==> src/rtl/hilo_unit_if.sv <==
// rtl/hilo_unit_if.sv - issue, move-to/from and status signals of the HI/LO unit
interface hilo_unit_if;
  logic        start;
  logic        is_div;
  logic [31:0] result1;
  logic [31:0] result2;
  logic        div_zero;
  logic        mthi;
  logic        mtlo;
  logic [31:0] wdata;
  logic        mfhi;
  logic        mflo;
  logic [31:0] rdata;
  logic [31:0] hi;
  logic [31:0] lo;
  logic        busy;
  logic        stall;
  logic        done;
  logic        div0_err;

  modport master (
    output start, is_div, result1, result2, div_zero, mthi, mtlo, wdata, mfhi, mflo,
    input  rdata, hi, lo, busy, stall, done, div0_err
  );

  modport slave (
    input  start, is_div, result1, result2, div_zero, mthi, mtlo, wdata, mfhi, mflo,
    output rdata, hi, lo, busy, stall, done, div0_err
  );
endinterface

==> src/rtl/hilo_unit.sv <==
// rtl/hilo_unit.sv - HI/LO register pair with multi-cycle mult/div sequencing
// Optional divide-by-zero trap enabled by defining HILO_DIV0_TRAP_EN.
module hilo_unit #(
  parameter int MULT_CYCLES = 4,
  parameter int DIV_CYCLES  = 32
) (
  input logic       clk,
  input logic       rst,
  hilo_unit_if.slave bus
);

  typedef enum logic {IDLE, BUSY} state_t;

  localparam logic [5:0] MULT_LOAD = 6'(MULT_CYCLES - 1);
  localparam logic [5:0] DIV_LOAD  = 6'(DIV_CYCLES - 1);

  state_t     state;
  state_t     state_nxt;
  logic [5:0] count;
  logic [5:0] count_nxt;
  logic       complete;
  logic       trap_hit;
  logic       div_trap;
  logic       idle;

`ifdef HILO_DIV0_TRAP_EN
  assign div_trap = bus.is_div & bus.div_zero;
`else
  assign div_trap = 1'b0;
`endif

  assign idle      = (state == IDLE);
  assign bus.busy  = (state == BUSY);
  assign bus.stall = bus.busy & (bus.start | bus.mfhi | bus.mflo | bus.mthi | bus.mtlo);
  assign bus.rdata = bus.mfhi ? bus.hi : (bus.mflo ? bus.lo : 32'h0);

  always_comb begin
    state_nxt = state;
    count_nxt = count;
    complete  = 1'b0;
    trap_hit  = 1'b0;
    case (state)
      IDLE: begin
        if (bus.start) begin
          if (div_trap) begin
            trap_hit = 1'b1;
          end else begin
            state_nxt = BUSY;
            count_nxt = bus.is_div ? DIV_LOAD : MULT_LOAD;
          end
        end
      end
      BUSY: begin
        if (count == 6'd0) begin
          complete  = 1'b1;
          state_nxt = IDLE;
        end else begin
          count_nxt = count - 6'd1;
        end
      end
      default: state_nxt = IDLE;
    endcase
  end

  // Completion has priority; moves are only honoured while idle, so the
  // unit never sees both in the same edge anyway.
  always_ff @(posedge clk or posedge rst) begin
    if (rst) begin
      state        <= IDLE;
      count        <= 6'd0;
      bus.hi       <= 32'h0;
      bus.lo       <= 32'h0;
      bus.done     <= 1'b0;
      bus.div0_err <= 1'b0;
    end else begin
      state        <= state_nxt;
      count        <= count_nxt;
      bus.done     <= complete;
      bus.div0_err <= trap_hit;
      if (complete) begin
        bus.hi <= bus.result2;
        bus.lo <= bus.result1;
      end else if (idle) begin
        if (bus.mthi) bus.hi <= bus.wdata;
        if (bus.mtlo) bus.lo <= bus.wdata;
      end
    end
  end

endmodule

==> src/flat_wrapper.sv <==
// flat-port wrapper written by rule: the top's interface ports become plain ports
module hilo_unit_flat 
#(
  parameter int MULT_CYCLES = 4,
  parameter int DIV_CYCLES  = 32
)
  (clk, rst, bus_start, bus_is_div, bus_result1, bus_result2, bus_div_zero, bus_mthi, bus_mtlo, bus_wdata, bus_mfhi, bus_mflo, bus_rdata, bus_hi, bus_lo, bus_busy, bus_stall, bus_done, bus_div0_err);
  hilo_unit_if bus_i ();
  input logic clk;
  input logic rst;
  input wire logic [$bits(bus_i.start)-1:0] bus_start;
  input wire logic [$bits(bus_i.is_div)-1:0] bus_is_div;
  input wire logic [$bits(bus_i.result1)-1:0] bus_result1;
  input wire logic [$bits(bus_i.result2)-1:0] bus_result2;
  input wire logic [$bits(bus_i.div_zero)-1:0] bus_div_zero;
  input wire logic [$bits(bus_i.mthi)-1:0] bus_mthi;
  input wire logic [$bits(bus_i.mtlo)-1:0] bus_mtlo;
  input wire logic [$bits(bus_i.wdata)-1:0] bus_wdata;
  input wire logic [$bits(bus_i.mfhi)-1:0] bus_mfhi;
  input wire logic [$bits(bus_i.mflo)-1:0] bus_mflo;
  output wire logic [$bits(bus_i.rdata)-1:0] bus_rdata;
  output wire logic [$bits(bus_i.hi)-1:0] bus_hi;
  output wire logic [$bits(bus_i.lo)-1:0] bus_lo;
  output wire logic [$bits(bus_i.busy)-1:0] bus_busy;
  output wire logic [$bits(bus_i.stall)-1:0] bus_stall;
  output wire logic [$bits(bus_i.done)-1:0] bus_done;
  output wire logic [$bits(bus_i.div0_err)-1:0] bus_div0_err;
  assign bus_i.start = bus_start;
  assign bus_i.is_div = bus_is_div;
  assign bus_i.result1 = bus_result1;
  assign bus_i.result2 = bus_result2;
  assign bus_i.div_zero = bus_div_zero;
  assign bus_i.mthi = bus_mthi;
  assign bus_i.mtlo = bus_mtlo;
  assign bus_i.wdata = bus_wdata;
  assign bus_i.mfhi = bus_mfhi;
  assign bus_i.mflo = bus_mflo;
  assign bus_rdata = bus_i.rdata;
  assign bus_hi = bus_i.hi;
  assign bus_lo = bus_i.lo;
  assign bus_busy = bus_i.busy;
  assign bus_stall = bus_i.stall;
  assign bus_done = bus_i.done;
  assign bus_div0_err = bus_i.div0_err;
  hilo_unit #(.MULT_CYCLES(MULT_CYCLES), .DIV_CYCLES(DIV_CYCLES)) u_core (.clk(clk), .rst(rst), .bus(bus_i));
endmodule
==> config.mk <==
export PLATFORM = sky130hd
export DESIGN_NAME = hilo_unit_flat
export DESIGN_NICKNAME = d
export VERILOG_FILES = /design/src/rtl/hilo_unit_if.sv /design/src/rtl/hilo_unit.sv /design/src/flat_wrapper.sv
export SDC_FILE = /design/constraint.sdc
export NUM_CORES = 1
export LEC_CHECK = 0
export CAP_MARGIN = 5
export CORE_MARGIN = 8
export CORE_UTILIZATION = 43
export DETAILED_ROUTE_END_ITERATION = 10
export GPL_ROUTABILITY_DRIVEN = 0
export GPL_TIMING_DRIVEN = 0
export MAX_ROUTING_LAYER = met4
export PLACE_DENSITY = 0.86
export SLEW_MARGIN = 30
export SYNTH_ARGS = -nofsm -noshare
export SYNTH_HDL_FRONTEND = slang
export SYNTH_SLANG_ARGS = --single-unit
==> constraint.sdc <==
create_clock -name clk -period 4.15 [get_ports clk]
set_clock_uncertainty 0.2 [all_clocks]
set_input_delay 0.415 -clock clk [delete_from_list [all_inputs] [get_ports clk]]
set_output_delay 0.415 -clock clk [all_outputs]
set_load 0.05 [all_outputs]
* Word level (Yosys, flattened, before mapping)
Cells that the tools add are included.
W data, S select, Z words.
** Word-level totals
- Bits in writable memories :: 0
- Memories kept :: 0
- Bits in latches :: 0
- Memory bits (read-only) :: 0
- Output and inout port bits :: 100
- Bits in registers :: 72
** Cells by class
- Equal/unequal tests :: 3
- Shift operators :: 0
- $mul :: 0
- Reduce and logical (&&, ||, !) cells :: 6
- Order comparisons :: 0
- Add/sub/neg operators :: 1
- Multiplexer cells :: 17
- Divide/modulo/power cells :: 0
- Bitwise operators :: 6
** Operators by type and width (number)
- $mux W32 :: 8
- $mux W6 :: 2
- $pmux W6 S2 :: 1
- $logic_not A6 Y1 :: 1
- $ne A2 B2 Y1 const B :: 3
- $reduce_and A2 Y1 :: 3
- $sub A6 B1 Y6 const B :: 1
- $mux W5 :: 1
- $mux W1 :: 4
- $or A1 B1 Y1 :: 4
- $reduce_bool A2 Y1 :: 2
- $pmux W1 S2 :: 1
- $and A1 B1 Y1 :: 1
- $not A1 Y1 :: 1

* Logic depth before layout (Yosys ltp)
Gate-level depths: netlist of the first run.
- Word-level depth :: 5
- Gate-level depth with buffers :: 7
- Gate-level depth less buffers :: 6

* Least setup slack after synthesis of the first run
Ideal clock, no wire load.
- Kind :: input-to-output
- From :: in bus_mflo
- To :: out bus_rdata[0]
- Data required time :: 3535 ps
- Setup slack :: 1500 ps
- Cell stages on the path :: 4
- Arrival time :: 2035 ps
- Cells stage by stage :: clkbuf_1 clkbuf_1 nand2_1 o21ai_0
** On the way
- Cells in the longest elaborated chain, start to end :: 2
** Ends and longest elaborated chain
- from (decl) :: RTL line flat_wrapper.sv:20 : input wire logic [$bits(bus_i.mflo)-1:0] bus_mflo;
- $mux W32 (2 in series) :: RTL line hilo_unit.sv:35 : assign bus.rdata = bus.mfhi ? bus.hi : (bus.mflo ? bus.lo : 32'h0);
- to (decl) :: RTL line flat_wrapper.sv:21 : output wire logic [$bits(bus_i.rdata)-1:0] bus_rdata;
No other way between the ends.

* Worst setup path after layout of the first run
- From :: in bus_mfhi
- To :: out bus_rdata[31]
** On the way
- Cells in the longest elaborated chain, start to end :: 1
** Ends and longest elaborated chain
- from (decl) :: RTL line flat_wrapper.sv:19 : input wire logic [$bits(bus_i.mfhi)-1:0] bus_mfhi;
- $mux W32 :: RTL line hilo_unit.sv:35
No other way between the ends.

==> results of run 1 <==
[stage by stage]
stage               total power, mW  setup WS (ns)   util  hold slack (ns)  std cells
detailed placement             5.07           1.14  0.673            0.358        750
finish                         5.76           1.12  0.701            0.223        766
CTS                            5.79           1.13  0.701            0.234        766
global route                   6.03           1.00  0.701            0.261        766
global placement               4.98          0.418  0.670            0.346        749
floorplan                      3.73           1.50      -            0.328        438
[layer usage]
| layer | up-vias | wire length [um] | track usage |
|---|---|---|---|
| met4 | 0 | 305 | 0.0863 |
| met5 | - | 0 | - |
| li1 | 1970 | - | - |
| met2 | 202 | 7790 | 0.413 |
| met3 | 26 | 1280 | 0.0601 |
| met1 | 2068 | 6080 | 0.279 |
[state kept, by name (all words and copies together) (netlist names)]
register         count
u_core.bus.busy      1
u_core.bus.done      1
u_core.bus.hi       32
u_core.bus.lo       32
u_core.count         6
[logic make-up (layout without fill, tap and decap cells)]
group / count (synthesis) / after routing
DFF: 72 / 72
other: 1 / 1
muxes: 70 / 70
AOI/OAI and AO/OA: 106 / 106
adders and majority gates: 1 / 1
buffers and inverters: 47 / 264
and+or+nand+nor: 141 / 141
[path summary, 6_finish.rpt]
path / cells past startpoint / slack (ns) / start / to
min: 2 / 0.22 / rst / u_core.bus.hi[9]$_DFFE_PP0P_
max reg2reg: 7 / 1.94 / u_core.count[0]$_DFFE_PP0P_ / u_core.bus.hi[16]$_DFFE_PP0P_
max in group asynchronous: 3 / 2.95 / rst / u_core.bus.lo[17]$_DFFE_PP0P_
min in group clk: 1 / 0.38 / u_core.count[1]$_DFFE_PP0P_ / u_core.count[1]$_DFFE_PP0P_
max: 5 / 1.12 / bus_mfhi / bus_rdata[31]
min reg2reg: 1 / 0.38 / u_core.count[1]$_DFFE_PP0P_ / u_core.count[1]$_DFFE_PP0P_
[cell usage after synthesis, drive strengths merged]
library cell	number
o21ai	93
dfrtp	72
nand2	69
mux2i	63
nand3	61
buf	23
clkbuf	18
mux2	7
inv	6
nor2b	3
a21oi	2
a41o	2
nor3b	2
o22a	2
o22ai	2
or4	2
a211o	1
a211oi	1
conb	1
ha	1
nand2b	1
nor2	1
nor3	1
nor4	1
o211a	1
o21a	1
o31ai	1
[power by group]
group	total (mW)	internal, mW	switching [mW]
combinational	3.70	1.24	2.45
sequential	1.36	1.05	0.306
clock	0.705	0.432	0.274
total	5.76	2.73	3.03
[final cells by class]
cell class | instances | area (um^2) | area share
timing repair buffer | 201 | 2020 | 0.317
sequential | 72 | 1800 | 0.282
multi-input combinational | 319 | 1940 | 0.304
buffer | 41 | 199 | 0.0312
clock buffer | 11 | 151 | 0.0237
clock inverter | 5 | 103 | 0.0161
tap | 111 | 139 | 0.0218
inverter | 6 | 27.5 | 0.00431
==> results.md, run 1 <==
- Post-synthesis adder-cell area fraction: 0.00316
- CP max stage cell: clkdlybuf4s50_1
- CP Class: primary input to output port
- P&R area growth vs syn: 61.0%
- Global Route Usage Sum: 0.245
- Die W: about 110 um
- CTS Hold Bufs: 0
- Via count: between 4k and 5k
- Antenna violations before repair: 0
- Die Area: ~0.013 mm^2
- Synth unique cells: 37
- Sequential area share after synthesis: 0.454
- Routed Antenna Nets: 0
- Routed len/inst: between 20 and 25 um
- RSZ-0062 raised after global routing: false
- Synthesized net count: around 540
- Post-DP Area: about 0.0061 mm^2
- Worst-Skew Late Latency: between 0.3 and 0.4 ns
- Antenna cells: 0
- Final wirelength: 15.5 mm
- CTS resizes: 0
- Crit path cell chain: clkbuf_1 > clkbuf_1 > nand2_1 > o21ai_0 > clkdlybuf4s50_1
- Largest family of logic cells by synthesized area: multiplexers
- Worst-path fanout max: 10
- Core area: 0.00911 mm^2
- Share of the synthesized area in the top cell type: 0.454
- Area contributors post-synth: dfrtp_1 45%, mux2i_1 16%, o21ai_0 11%
- Syn Inst Count: 438
- CTS root buf: clkbuf_8
- Commonest non-fill, non-tap cell in the layout: clkdlybuf4s50_1
- I/O Buffers: 200
- Filler Cell Count: a little over 700
- Residual DRC: 0
- First-pass GRT wire length: 23.9 mm
- Complex-gate fraction of the synthesized area: 0.143
- Final Hold Fails: 0
- CTS Buf Count: 9
- Cell family with most CP delay: buffers and inverters
- Setup violators final: 0
- Status: complete, no violations
- CP arrival: 2.42 ns
- Worst Path Required: approximately 3.5 ns
- Reg clk slew, reported paths: ~0.090 ns
- Yosys reg bits: just over 70
- Post-Synth Simple-Gate Area: 0.163
- Pwr Density: between 900 and 1000 mW/mm^2
- Avg Synthesized Cell Area: 9.05 um^2
- Cell area after synthesis: 0.00397 mm^2
- CP max stage delay: about 0.87 ns
- CP most frequent cell: clkbuf_1
- Post-route cell area: around 0.0064 mm^2
- Maximum vdd ir drop: around 480 uV
- Nets: around 760
- H-tree depth reported by CTS: 3
- Pleak: ~2.5 nW
- Buf+Inv Stages, Crit Path: 3
- CP Launch Type: primary input
- Vias in the first global route: 4,484
- Share of cells above drive strength 1: 0.0840
- Largest net degree at the start of global routing: 42
- Relative slew margins: 0.604
- Slew Viols, Final: 0
- Fmax: approximately 330 MHz
- Drt initial violations: 205
- Starting density of the core: 0.435
- Worst setup EP type: output port
- XOR/XNOR share of the synthesized area: 0
- Max cap viols: 0
- Vias per cell: roughly 5.6
- Most frequent cells in the layout: 200 x clkdlybuf4s50_1, 89 x o21ai_0, 72 x dfrtp_1
- TritonCTS sink count: just over 70
- Buffer count from post-CTS setup fixing: 0
- Die Ht: around 110 um
- Detail Placement HPWL: around 12 mm
- Fin crit period: between 3 and 4 ns
- CTS tree: yes
- Worst min path class: primary input to async pin
- Synth Warn #: 0
- TritonRoute pass-1 iters: 5
- Post-synthesis mux area share: 0.179
- Deepest clock path buffer count: 2
- Synth area leader: dfrtp_1
- Num ports: about 210
- Crit share post-route: 0.731
- Slew of the pin with the lowest slew margin: around 0.6 ns
- Setup TNS: 0 ns
- GR Overflow Total: 0
- Rows: 35
Note: power is estimated with default switching activity, not from simulation.
==> inputs of run 2 (changes only) <==
--- a/config.mk
+++ b/config.mk
@@ -7,12 +7,12 @@
 export LEC_CHECK = 0
 export CAP_MARGIN = 5
 export CORE_MARGIN = 8
-export CORE_UTILIZATION = 43
+export CORE_UTILIZATION = 40
 export DETAILED_ROUTE_END_ITERATION = 10
 export GPL_ROUTABILITY_DRIVEN = 0
 export GPL_TIMING_DRIVEN = 0
 export MAX_ROUTING_LAYER = met4
-export PLACE_DENSITY = 0.86
+export PLACE_DENSITY = 0.81
 export SLEW_MARGIN = 30
 export SYNTH_ARGS = -nofsm -noshare
 export SYNTH_HDL_FRONTEND = slang
==> constraint.sdc (replaced) <==
create_clock -name clk -period 3.1 [get_ports clk]
set_clock_uncertainty 0.2 [all_clocks]
set_input_delay 0.31 -clock clk [delete_from_list [all_inputs] [get_ports clk]]
set_output_delay 0.31 -clock clk [all_outputs]
set_load 0.05 [all_outputs]
==> run 2 against run 1 <==
Compared with the run above:
- clock power is 27% higher
- count of clock-buffer cells in the layout rose by 1
- combinational power increased by 34%
- die area grew 6.4%
- core utilization decreased by 3.9 points
- wire length rose by 0.27%
- global-route usage down 0.93 points
- largest cell class unchanged
- largest power group unchanged
==> results.md, run 2 (synthesis gave the netlist of run 1 again) <==
- Routed Antenna Nets: 0
- Slew of the pin with the lowest slew margin: 0.601 ns
- Fin crit period: 2.88 ns
- Cell family with most CP delay: buffers and inverters
- CP arrival: approximately 2.4 ns
- First-pass GRT wire length: approximately 24 mm
- Pwr Density: 1190 mW/mm^2
- CP Launch Type: primary input
- Core area: 0.00968 mm^2
- FF+latch area: approximately 0.0018 mm^2
- Pre-CTS setup slack: 0.206 ns
- CP max stage delay: roughly 0.87 ns
- Pleak: 2.47 nW
- Deepest clock path buffer count: 2
- Final Hold Fails: 0
- Reg2reg end: u_core.bus.lo[29]$_DFFE_PP0P_
- Crit. Startpoint: bus_mflo
- Detail Placement HPWL: ~12 mm
- CTS tree: yes
- Maximum vdd ir drop: 684 uV
- Post-route cell area: roughly 0.0064 mm^2
- CP Class: primary input to output port
- Crit share post-route: 0.928
- Relative slew margins: 0.599
- Global Route Usage Sum: 0.235
- Rows: 36
- Worst r2r src: u_core.count[0]$_DFFE_PP0P_
- Num ports: between 200 and 250
- Slew Viols, Final: 0
- Fmax: approximately 350 MHz
- CTS Buf Count: 9
- P&R area growth vs syn: 61.5%
- Most frequent cells in the layout: 200 x clkdlybuf4s50_1, 89 x o21ai_0, 72 x dfrtp_1
- I/O Buffers: 200
- Via count: 4,248
- Die Ht: roughly 120 um
- Nets: ~760
- Largest net degree at the start of global routing: 45
- Final worst slack: between 0.2 and 0.25 ns
- GR Overflow Total: 0
- TritonRoute pass-1 iters: 6
- CP endpoint: bus_rdata[25]
- Share of cells above drive strength 1: 0.0840
- Worst-Skew Late Latency: around 0.34 ns
- Post-DP Area: just over 0.006 mm^2
- Antenna cells: 0
- Setup violators final: 0
- Worst r2r path cells: 7
- CTS resizes: 0
- Die Area: roughly 0.013 mm^2
- Routed len/inst: around 20 um
- CTS root buf: clkbuf_8
- RSZ-0062 raised after global routing: false
- Vias in the first global route: between 4k and 5k
- Filler Cell Count: 781
- R2R Setup Slk: 1.00 ns
- Worst Path Required: 2.59 ns
- Largest regs: u_core.bus.hi: 32 flops, u_core.bus.lo: 32 flops, u_core.count: 6 flops
- Worst-path fanout max: 10
- Area of the multi-input gates: just under 0.002 mm^2
- Reg clk slew, reported paths: ~0.090 ns
- Crit path cell chain: clkbuf_1 > clkbuf_1 > nand2_1 > o21ai_0 > clkdlybuf4s50_1
- CP most frequent cell: clkbuf_1
- CP max stage cell: clkdlybuf4s50_1
- Status: complete, no violations
- Buf+Inv Stages, Crit Path: 3
- Die W: around 120 um
- TritonCTS sink count: 72
- Max cap viols: 0
- Final wirelength: around 15 mm
- Residual DRC: 0
- H-tree depth reported by CTS: 3
- Starting density of the core: 0.409
- CTS Hold Bufs: 0
- Critical path depth in cells: 5
- Commonest non-fill, non-tap cell in the layout: clkdlybuf4s50_1
- Buffer count from post-CTS setup fixing: 0
- Drt initial violations: about 250
- Worst min path class: primary input to async pin
- Worst setup EP type: output port
- Vias per cell: approximately 5.4
- Antenna violations before repair: 0
## run 2: cell count changes in the layout (fill, tap and decap cells not counted), sizes merged
cell      delta
bufinv       -1
clkbuf       +1
clkinv       -1
clkinvlp     +1
## run 2: cell type report
cell class                      instances  area share
Sequential cell                        72       0.281
Clock inverter                          4      0.0117
Multi-Input combinational cell        319       0.303
Buffer                                 41      0.0311
Inverter                                6     0.00430
Clock buffer                           12      0.0258
Tap cell                              133      0.0260
Timing Repair Buffer                  201       0.317
## run 2: stage by stage
stage / std cells / hold slack [ns] / TNS [ns] / util / total power, mW
4_1_cts: 788 / 0.116 / 0 / 0.661 / 7.67
5_1_grt: 788 / 0.119 / 0 / 0.661 / 8.02
2_1_floorplan: 438 / 0.249 / 0 / - / 4.99
3_5_place_dp: 772 / 0.371 / 0 / 0.636 / 6.78
3_3_place_gp: 771 / 0.359 / -42.39 / 0.633 / 6.67
6_report: 788 / 0.105 / 0 / 0.661 / 7.64
## run 2: how the worst min path moves through the flow
| stage | startpoint | to | slack (ns) | depth (start not counted) |
|---|---|---|---|---|
| global placement | u_core.count[1]$_DFFE_PP0P_ | u_core.count[1]$_DFFE_PP0P_ | 0.36 | 1 |
| CTS | rst | u_core.bus.lo[24]$_DFFE_PP0P_ | 0.12 | 2 |
| detailed placement | u_core.count[1]$_DFFE_PP0P_ | u_core.count[1]$_DFFE_PP0P_ | 0.37 | 1 |
| finish | rst | u_core.bus.lo[24]$_DFFE_PP0P_ | 0.11 | 2 |
| global route | rst | u_core.bus.lo[24]$_DFFE_PP0P_ | 0.12 | 2 |
| floorplan | bus_result2[0] | u_core.bus.hi[0]$_DFFE_PP0P_ | 0.25 | 2 |
## run 2: worst register-to-register path, cell delays in order (launching register included)
cell,delay [ns]
dfrtp_1,0.43
inv_1,0.07
ha_1,0.20
nor3b_1,0.31
nand2_2,0.21
inv_4,0.16
clkbuf_2,0.26
o21ai_0,0.14
## run 2: power breakdown
part | leakage [nW] | switching, mW | internal [mW]
Sequential | 0.883 | 0.400 | 1.41
Combinational | 1.47 | 3.27 | 1.67
Clock | 0.115 | 0.374 | 0.520
Total | 2.47 | 4.05 | 3.59
## run 2: metal layers
layer	up-vias	GRT usage	part of all wire
met5	-	-	0
met4	0	0.0867	0.025
met3	31	0.0558	0.081
met2	203	0.380	0.48
met1	2044	0.280	0.41
li1	1970	-	-
==> inputs of run 3 (changes only) <==
--- a/config.mk
+++ b/config.mk
@@ -5,6 +5,7 @@
 export SDC_FILE = /design/constraint.sdc
 export NUM_CORES = 1
 export LEC_CHECK = 0
+export ABC_AREA = 0
 export CAP_MARGIN = 5
 export CORE_MARGIN = 8
 export CORE_UTILIZATION = 40
==> results of run 3 <==
No change in the layout: final DEF, timing and power equal those of run 2.
